`src/rtl/cpstr_unesc.sv`:
```
// Control-protocol unescaper: splits an escaped byte stream into data and OOB streams, 1-cycle latency.
// Input ready is gated only by the output register the current byte targets.
module cpstr_unesc #(
   parameter logic [7:0] ESC_CHAR = 8'd27
) (
   input  logic       i_clk,
   input  logic       i_rst_n,
   input  logic [7:0] i_data,
   input  logic       i_valid,
   output logic       o_ready,
   output logic [7:0] o_data,
   output logic       o_valid,
   input  logic       i_ready,
   output logic [7:0] o_oob_data,
   output logic       o_oob_valid,
   input  logic       i_oob_ready,
   output logic       o_esc_pending
);

   typedef enum logic {ST_IDLE = 1'b0, ST_ESC = 1'b1} state_t;

   state_t     r_state;
   state_t     w_state_nxt;
   logic       w_is_esc;
   logic       w_accept;
   logic       w_tgt_data;
   logic       w_tgt_oob;
   logic [7:0] r_data;
   logic       r_valid;
   logic [7:0] r_oob_data;
   logic       r_oob_valid;

   assign w_is_esc = (i_data == ESC_CHAR);
   assign w_accept = i_valid && o_ready;

   always_ff @(posedge i_clk or negedge i_rst_n) begin
      if (!i_rst_n) begin
         r_state <= ST_IDLE;
      end else begin
         r_state <= w_state_nxt;
      end
   end

   always_comb begin
      w_state_nxt = r_state;
      if (w_accept) begin
         if (r_state == ST_IDLE) begin
            if (w_is_esc) begin
               w_state_nxt = ST_ESC;
            end
         end else begin
            w_state_nxt = ST_IDLE;
         end
      end
   end

   // ESC in IDLE targets nothing and is always accepted.
   always_comb begin
      w_tgt_data    = 1'b0;
      w_tgt_oob     = 1'b0;
      o_esc_pending = 1'b0;
      o_ready       = 1'b1;
      if (r_state == ST_IDLE) begin
         w_tgt_data = !w_is_esc;
      end else begin
         o_esc_pending = 1'b1;
         w_tgt_data    = w_is_esc;
         w_tgt_oob     = !w_is_esc;
      end
      if (w_tgt_data) begin
         o_ready = !r_valid || i_ready;
      end else if (w_tgt_oob) begin
         o_ready = !r_oob_valid || i_oob_ready;
      end
   end

   always_ff @(posedge i_clk or negedge i_rst_n) begin
      if (!i_rst_n) begin
         r_data  <= 8'd0;
         r_valid <= 1'b0;
      end else if (w_accept && w_tgt_data) begin
         r_data  <= i_data;
         r_valid <= 1'b1;
      end else if (i_ready) begin
         r_valid <= 1'b0;
      end
   end

   always_ff @(posedge i_clk or negedge i_rst_n) begin
      if (!i_rst_n) begin
         r_oob_data  <= 8'd0;
         r_oob_valid <= 1'b0;
      end else if (w_accept && w_tgt_oob) begin
         r_oob_data  <= i_data;
         r_oob_valid <= 1'b1;
      end else if (i_oob_ready) begin
         r_oob_valid <= 1'b0;
      end
   end

   assign o_data      = r_data;
   assign o_valid     = r_valid;
   assign o_oob_data  = r_oob_data;
   assign o_oob_valid = r_oob_valid;

endmodule

```
`config.mk`:
```
export PLATFORM = sky130hd
export DESIGN_NAME = cpstr_unesc
export DESIGN_NICKNAME = d
export VERILOG_FILES = /design/src/rtl/cpstr_unesc.sv
export SDC_FILE = /design/constraint.sdc
export NUM_CORES = 1
export LEC_CHECK = 0
export ABC_AREA = 0
export BUFFER_PORTS_ARGS = -buffer_cell sky130_fd_sc_hd__buf_2
export CAP_MARGIN = 10
export CELL_PAD_IN_SITES_DETAIL_PLACEMENT = 1
export CELL_PAD_IN_SITES_GLOBAL_PLACEMENT = 1
export CORE_ASPECT_RATIO = 0.9
export CORE_MARGIN = 1.5
export CORE_UTILIZATION = 39
export CTS_CLUSTER_DIAMETER = 120
export DETAILED_ROUTE_END_ITERATION = 8
export PLACE_DENSITY = 0.87
export SKIP_LAST_GASP = 1
export SLEW_MARGIN = 25
export SYNTH_ARGS = -nofsm -noshare
export SYNTH_HDL_FRONTEND = slang
export SYNTH_SLANG_ARGS = --single-unit
```
`constraint.sdc`:
```
create_clock -name i_clk -period 5.7 [get_ports i_clk]
set_clock_uncertainty 0.15 [all_clocks]
set_input_delay 1.14 -clock i_clk [delete_from_list [all_inputs] [get_ports i_clk]]
set_output_delay 1.14 -clock i_clk [all_outputs]
set_load 0.02 [all_outputs]
```
==> results of run 1 <==
==> metrics by stage <==
step	utilization	worst slack [ns]
after floorplan	-	2.14
after global placement	0.517	1.87
after detailed placement	0.517	1.77
after CTS	0.530	1.77
after global routing	0.530	1.68
final	0.530	1.80
==> cell families (layout without fill, tap and decap cells) <==
kind of cell,Yosys count,after routing,synth area share
compound gates,3,3,0.0546
fa+ha+maj,2,2,0.0303
buf+inv,4,39,0.0228
flops,19,19,0.577
mux,17,17,0.232
simple gates,10,10,0.0835
==> cell usage in the layout (no fill, tap or decap), types with 2 or more instances in the layout <==
cell type,synthesis,layout
sky130_fd_sc_hd__buf_2,0,32
sky130_fd_sc_hd__clkbuf_4,0,3
sky130_fd_sc_hd__dfrtp_1,19,19
sky130_fd_sc_hd__ha_1,2,2
sky130_fd_sc_hd__inv_1,3,3
sky130_fd_sc_hd__mux2_2,17,17
sky130_fd_sc_hd__nand2_1,3,3
==> metal layers <==
metal  vias up  global-route usage  part of all wire
li1        267                   -                 -
met1       287               0.191              0.41
met2        24               0.267              0.48
met3         5              0.0519             0.086
met4         0              0.0789             0.015
met5         -                   0                 0
==> cell type report <==
type | instances | area (µm²)
Inverter | 3 | 11.3
Sequential cell | 19 | 475
Timing Repair Buffer | 32 | 160
Fill cell | 220 | 917
Multi-Input combinational cell | 32 | 330
Tap cell | 25 | 31.3
Clock buffer | 4 | 26.3
==> power by group <==
| group | leakage, nW | switching (mW) | internal [mW] |
|---|---|---|---|
| logic | 0.290 | 0.0318 | 0.0229 |
| registers | 0.243 | 0.00573 | 0.146 |
| clock network | 0.0150 | 0.0374 | 0.0272 |
==> critical path: stages <==
cell and delay, ns:
sky130_fd_sc_hd__buf_2 0.11, sky130_fd_sc_hd__nor4bb_1 0.29, sky130_fd_sc_hd__nand4_1 0.18, sky130_fd_sc_hd__inv_1 0.09
sky130_fd_sc_hd__ha_1 0.30, sky130_fd_sc_hd__o31a_2 0.35, sky130_fd_sc_hd__buf_2 0.16
==> flip-flops by register name (all words and copies together) (netlist names) <==
register	flops
o_data	8
o_oob_data	8
o_oob_valid	1
o_valid	1
r_state	1
==> path summary, 6_finish.rpt <==
kind                                      end  cells after the start  startpoint
min in group asynchronous             r_state                      1     i_rst_n
worst max-delay path                  o_ready                      7   i_data[2]
worst max register to register      o_data[0]                      5     r_state
worst min register to register      o_data[5]                      1   o_data[5]
worst min-delay path                o_data[5]                      1   o_data[5]
max in group asynchronous       o_oob_data[0]                      1     i_rst_n
==> summary.md, run 1 <==
The flow ran to the end, and the final reports show no timing, DRC or antenna violations. The violation count after the first detailed-routing iteration is 3. TritonCTS built the clock tree. In the post-synthesis netlist, the biggest area contributors are sky130_fd_sc_hd__dfrtp_1, sky130_fd_sc_hd__mux2_2, sky130_fd_sc_hd__o2111ai_4, sky130_fd_sc_hd__ha_1, sky130_fd_sc_hd__nand2b_4.

The tools report the count of H-tree levels built during CTS as 1. The count of final max-slew check failures is 0, and the clock period minus worst slack is 3.90 ns. The total global-route track usage is 0.161. The worst setup path is launched from an input pin. In this run the core area contains 15 standard-cell rows.

The worst register-to-register path has a setup slack of 3.45 ns. Summing all placed instances gives a cell area of 1010 µm². Input and output buffers added on the ports amount to 32.

After detailed routing, the number of vias per cell comes to 5.07. The dominant synthesized flop cell was sky130_fd_sc_hd__dfrtp_1. For this run the aggregate overflow at the end of global routing stands at 0. The number of global-route vias before repair is 563. The routed layout has 583 vias. Setup repair after global routing left no endpoint under its margin. After clock tree synthesis, the repair step resized 0 gates. The cell area after technology mapping was 825 µm²; the effective utilization at floorplan was 0.422. The tools report the type of element capturing the critical path as an output port. The number of max-cap violations is 0. The commonest cells after synthesis are sky130_fd_sc_hd__dfrtp_1, sky130_fd_sc_hd__mux2_2, sky130_fd_sc_hd__inv_1, sky130_fd_sc_hd__nand2_1, sky130_fd_sc_hd__ha_1.

The number of antenna violations at the first check in global routing is 0. The min-delay analysis places its worst path in the category reg2reg. Areal power density over the cells: 262 nW/µm².

The worst setup path category is in2out. Final hold analysis gives a worst-case slack of 0.361 ns. Number of warnings issued by yosys: 0. The sequential cell area fraction in the yosys report is 0.577, and the final critical-path share of the clock period is 0.685.

The number of top-level pins was 33. The run gives 0 as the count of endpoints failing setup in the final report. The tightest slew margin relative to the limit was 0.505; the clock sink total was 19. The tree is rooted in a sky130_fd_sc_hd__clkbuf_4. For the worst-skew pair later-pin latency, the log shows 0.29 ns. The post-layout instance area was 1030 µm². The run gives 0.774 as the routability congestion estimate from global placement. Count of cell types in the netlist: 16. For the worst voltage drop across the vdd grid, the log shows 133 µV.

Measured along the x axis, the die boundary spans 51.5 µm. In the final routed layout, each cell accounts on average for 14.6 µm. The proportion of layout cells with a drive suffix above 1 is 0.622, and the number of buffers inserted during clock tree synthesis is 3. The transition time at the pin with the least slew margin was 0.741 ns; the hold-fix buffer count after cts was 0. In this run the static leakage power is 0.548 nW.

The number of design rule violations left after detail routing is 0. Summed over all nets, the half-perimeter wirelength after detailed placement is 1290 µm. The number of cells after detailed placement was 111; the clock transition time at the flip-flop clock pins of the worst setup and hold paths was 0.10 ns.

The tools report the summed negative setup slack over all endpoints as 0 ns. The number of setup buffers added after CTS is 0. Fraction of synthesized cell area taken by the top area cell type: 0.577. The area enclosed by the die boundary came out at 2400 µm².

The number of enable flip-flop cells after synthesis came out at 0. The count of nets left with antenna violations once routing finished came out at 0. Based on the critical path, the design can be clocked at up to 0.256 GHz.

The region available for standard cell placement spans 1950 µm². Counting flops and latches in the post-synthesis netlist gives 19. Number of nets in the finished design: 106. The tools report the final hold violation count as 0. STA puts the critical path data arrival time at 2.61 ns. Synthesis handed over a netlist of 55 instances. Cell type contributing the most total cell area after synthesis: sky130_fd_sc_hd__dfrtp_1. The logs give 0.271 mW for the total power after layout and 2680 µm for the wire length of the first global-routing pass. The largest fanout of any net on the critical path is 5, and the floorplan die height is 46.6 µm.

For this run, the detailed router's first-pass iteration total came to 2. The synthesized area per cell works out to 15.0 µm². Pin count of the biggest net entering global routing: 20.

In the post-synthesis netlist, the cell with the most instances is sky130_fd_sc_hd__dfrtp_1. The proportion of synthesized flip-flops having asynchronous set or reset came out at 1.00. The area growth from synthesis to layout is 25.5%.

The number of standard cells in the layout, taps in and fillers out was 115. The number of antenna diodes in the final layout is 0. Maximum number of buffers from clock root to sink: 2.

Summed over all layers, the routed wires come to 1680 µm. The number of nets in the synthesized netlist is 70. STA puts the critical path data required time at 4.41 ns.
(Power assumes the default switching activity.)
==> run 2: changes to the inputs <==
CORE_UTILIZATION = 32   (was 39)
PLACE_DENSITY = 0.77   (was 0.87)
clock period = 3.2 ns   (was 5.7 ns; I/O delays follow)
==> summary.md, run 2 (synthesis results as in run 1) <==
The clock transition time at the flip-flop clock pins of the worst setup and hold paths is 0.10 ns (about the same). The run gives 0.351 mW (+79%) as the internal power component. The reg2reg setup slack came out at 1.31 ns (-2.14 ns). For the number of diodes, the log shows 0 (unchanged).

Summed negative setup slack over all endpoints: 0 ns (unchanged). The tools report the share of power burned in registers as 0.557 (-0.003). The buffer cell driving the clock tree root is sky130_fd_sc_hd__clkbuf_4. Vias after detailed routing: 576 (-1.2%). The routability congestion estimate from global placement was 0.712 (-8.0%); the critical path arrival was 2.09 ns (-0.52 ns). Worst voltage drop across the vdd grid: 172 µV (+29%).

The number of top-level pins came out at 33 (unchanged). The number of antenna violations at the first check in global routing was 0 (unchanged); the number of filler cells placed in the layout was 278 (+26%). The final hold violation count was 0 (unchanged).

The tools report the nature of the critical path startpoint as an input pin. TritonCTS built the clock tree. The data required time of the critical path was 2.41 ns (-2.00 ns). The tools report the tightest slew margin relative to the limit as 0.717 (+0.212). The switching power total came out at 0.136 mW (+81%). The path class of the tightest hold or removal check is in2async. The worst register-to-register path ends at o_data[1]. Pin count of the biggest net entering global routing: 20 (unchanged). The count of final max-slew check failures came out at 0 (unchanged). The floorplan die height works out to 51.2 µm (+9.7%).

The run gives 0 (unchanged) as the number of setup buffers added after CTS. The number of global-route vias before repair was 640 (+14%); the switching share of power was 0.279 (+0.00298). Final antenna-violating net count: 0 (unchanged). STA classifies the critical path endpoint as an output port. The count of endpoints failing setup in the final report is 0 (unchanged), and the horizontal die dimension is 56.5 µm (+9.8%). Post-layout instance area: 1050 µm² (+1.1%).

Setup repair after global routing left no endpoint under its margin. The clock sink total is 19 (unchanged). The average vias per placed instance is 4.84 (-4.5%), and the areal power density over the cells is 465 nW/µm² (+77%). The run gives 2 (unchanged) as the number of iterations in the first detailed-routing pass. The hold-fix buffer count after cts is 0 (unchanged).

In this run the critical register-to-register path is launched from r_state. The library cell used most frequently in the layout, excluding fill and tap cells, is sky130_fd_sc_hd__buf_2. The share of total power in the clock network was 0.242 (+0.004); the clock period minus worst slack was 2.88 ns. The flow ran to the end, and the final reports show no timing, DRC or antenna violations. The count of H-tree levels built during CTS was 1 (unchanged); the post-cts resize count was 0 (unchanged). The number of buffers inserted during clock tree synthesis was 3 (unchanged). The run gives 1670 µm (-0.48%) as the final routed wirelength across all metal layers. Smallest setup slack after layout: 0.315 ns (-1.48 ns).

Number of cells on the worst reg-to-reg path: 6 (+1). The number of max-cap violations came out at 0 (unchanged). Final routed wire length divided by cell count: 14.0 µm (-3.8%). For the minimum setup slack after placement, the log shows 0.284 ns (-1.49 ns). The final HPWL from detailed placement came out at 1300 µm (+0.29%).

The effective utilization at floorplan was 0.337 (-0.0854). For this run, the top clock speed supported by timing is 0.347 GHz. Worst setup path category: in2out. The logs give 0.29 ns (about the same) for the worst-skew pair later-pin latency and 2850 µm (+6.1%) for the wire length of the first global-routing pass.

The area enclosed by the die boundary was 2890 µm² (+20%); the final critical-path share of the clock period was 0.902. The run gives 5 (+2) as the violation count after the first detailed-routing iteration. The number of design rule violations left after detail routing came out at 0 (unchanged). The logs give 1020 µm² (+1.1%) for the post-detailed-placement cell area and 0.129 (-0.0316) for the total global-route track usage. The tools report the logic gate share of total power as 0.201 (about the same). The total overflow reported by the global router came out at 0 (unchanged). The transition time at the pin with the least slew margin is 0.425 ns (-0.317 ns).

The largest fanout of any net on the critical path came out at 5 (unchanged). The run gives 2 (unchanged) as the maximum number of buffers from clock root to sink. The tools report the leakage power of the design as 0.553 nW (+0.92%). Proportion of layout cells with a drive suffix above 1: 0.626 (+0.00415). Row count: 17 (+2). In the layout the commonest cells are sky130_fd_sc_hd__buf_2, sky130_fd_sc_hd__dfrtp_1, sky130_fd_sc_hd__mux2_2.

The number of input and output port buffers inserted was 32 (unchanged). The area growth from synthesis to layout is 26.9%. The core area is 2450 µm² (+25%), and the number of nets in the finished design is 107 (+0.94%).
## run 2: area by class of cell
cell class                 instances  area (µm²)  area share
clock buffer                       4        26.3      0.0251
timing repair buffer              33         168       0.160
sequential                        19         475       0.455
inverter                           3        11.3      0.0108
tap                               28        35.0      0.0335
multi-input combinational         32         330       0.316
## run 2: through the flow
| step | instances | utilization | hold WS, ns | power (mW) |
|---|---|---|---|---|
| floorplan | 55 | - | 0.194 | 0.333 |
| global placement | 115 | 0.417 | 0.337 | 0.373 |
| detailed placement | 115 | 0.417 | 0.343 | 0.375 |
| CTS | 119 | 0.428 | 0.125 | 0.496 |
| global route | 119 | 0.428 | 0.138 | 0.515 |
| finish | 119 | 0.428 | 0.122 | 0.487 |
## run 2: worst max-delay path, stage by stage
cell	delay, ns
sky130_fd_sc_hd__buf_2	0.11
sky130_fd_sc_hd__nor4bb_1	0.28
sky130_fd_sc_hd__nand4_1	0.17
sky130_fd_sc_hd__inv_1	0.09
sky130_fd_sc_hd__ha_1	0.30
sky130_fd_sc_hd__o31a_2	0.35
sky130_fd_sc_hd__buf_2	0.16
## run 2: routing by layer
layer	vias up	global-route usage	wire, µm
met5	-	0	0
met4	0	0.0357	0
met3	0	0.0380	119
met2	21	0.234	778
met1	291	0.148	773
li1	264	-	-
## run 2: power groups by stage
| stage | logic (mW) | registers (mW) | clock network (mW) |
|---|---|---|---|
| 2_1_floorplan | 0.0310 | 0.302 | 0 |
| 3_3_place_gp | 0.0977 | 0.275 | 0 |
| 3_5_place_dp | 0.0995 | 0.276 | 0 |
| 4_1_cts | 0.0996 | 0.272 | 0.125 |
| 5_1_grt | 0.106 | 0.274 | 0.135 |
| 6_report | 0.0978 | 0.271 | 0.118 |
## run 2: worst max path at each step
stage,slack [ns],startpoint,cells after the start,to
floorplan,0.64,i_data[2],5,o_ready
global placement,0.36,i_data[2],7,o_ready
detailed placement,0.28,i_data[2],7,o_ready
CTS,0.28,i_data[2],7,o_ready
global route,0.15,i_data[2],7,o_ready
finish,0.32,i_data[2],7,o_ready
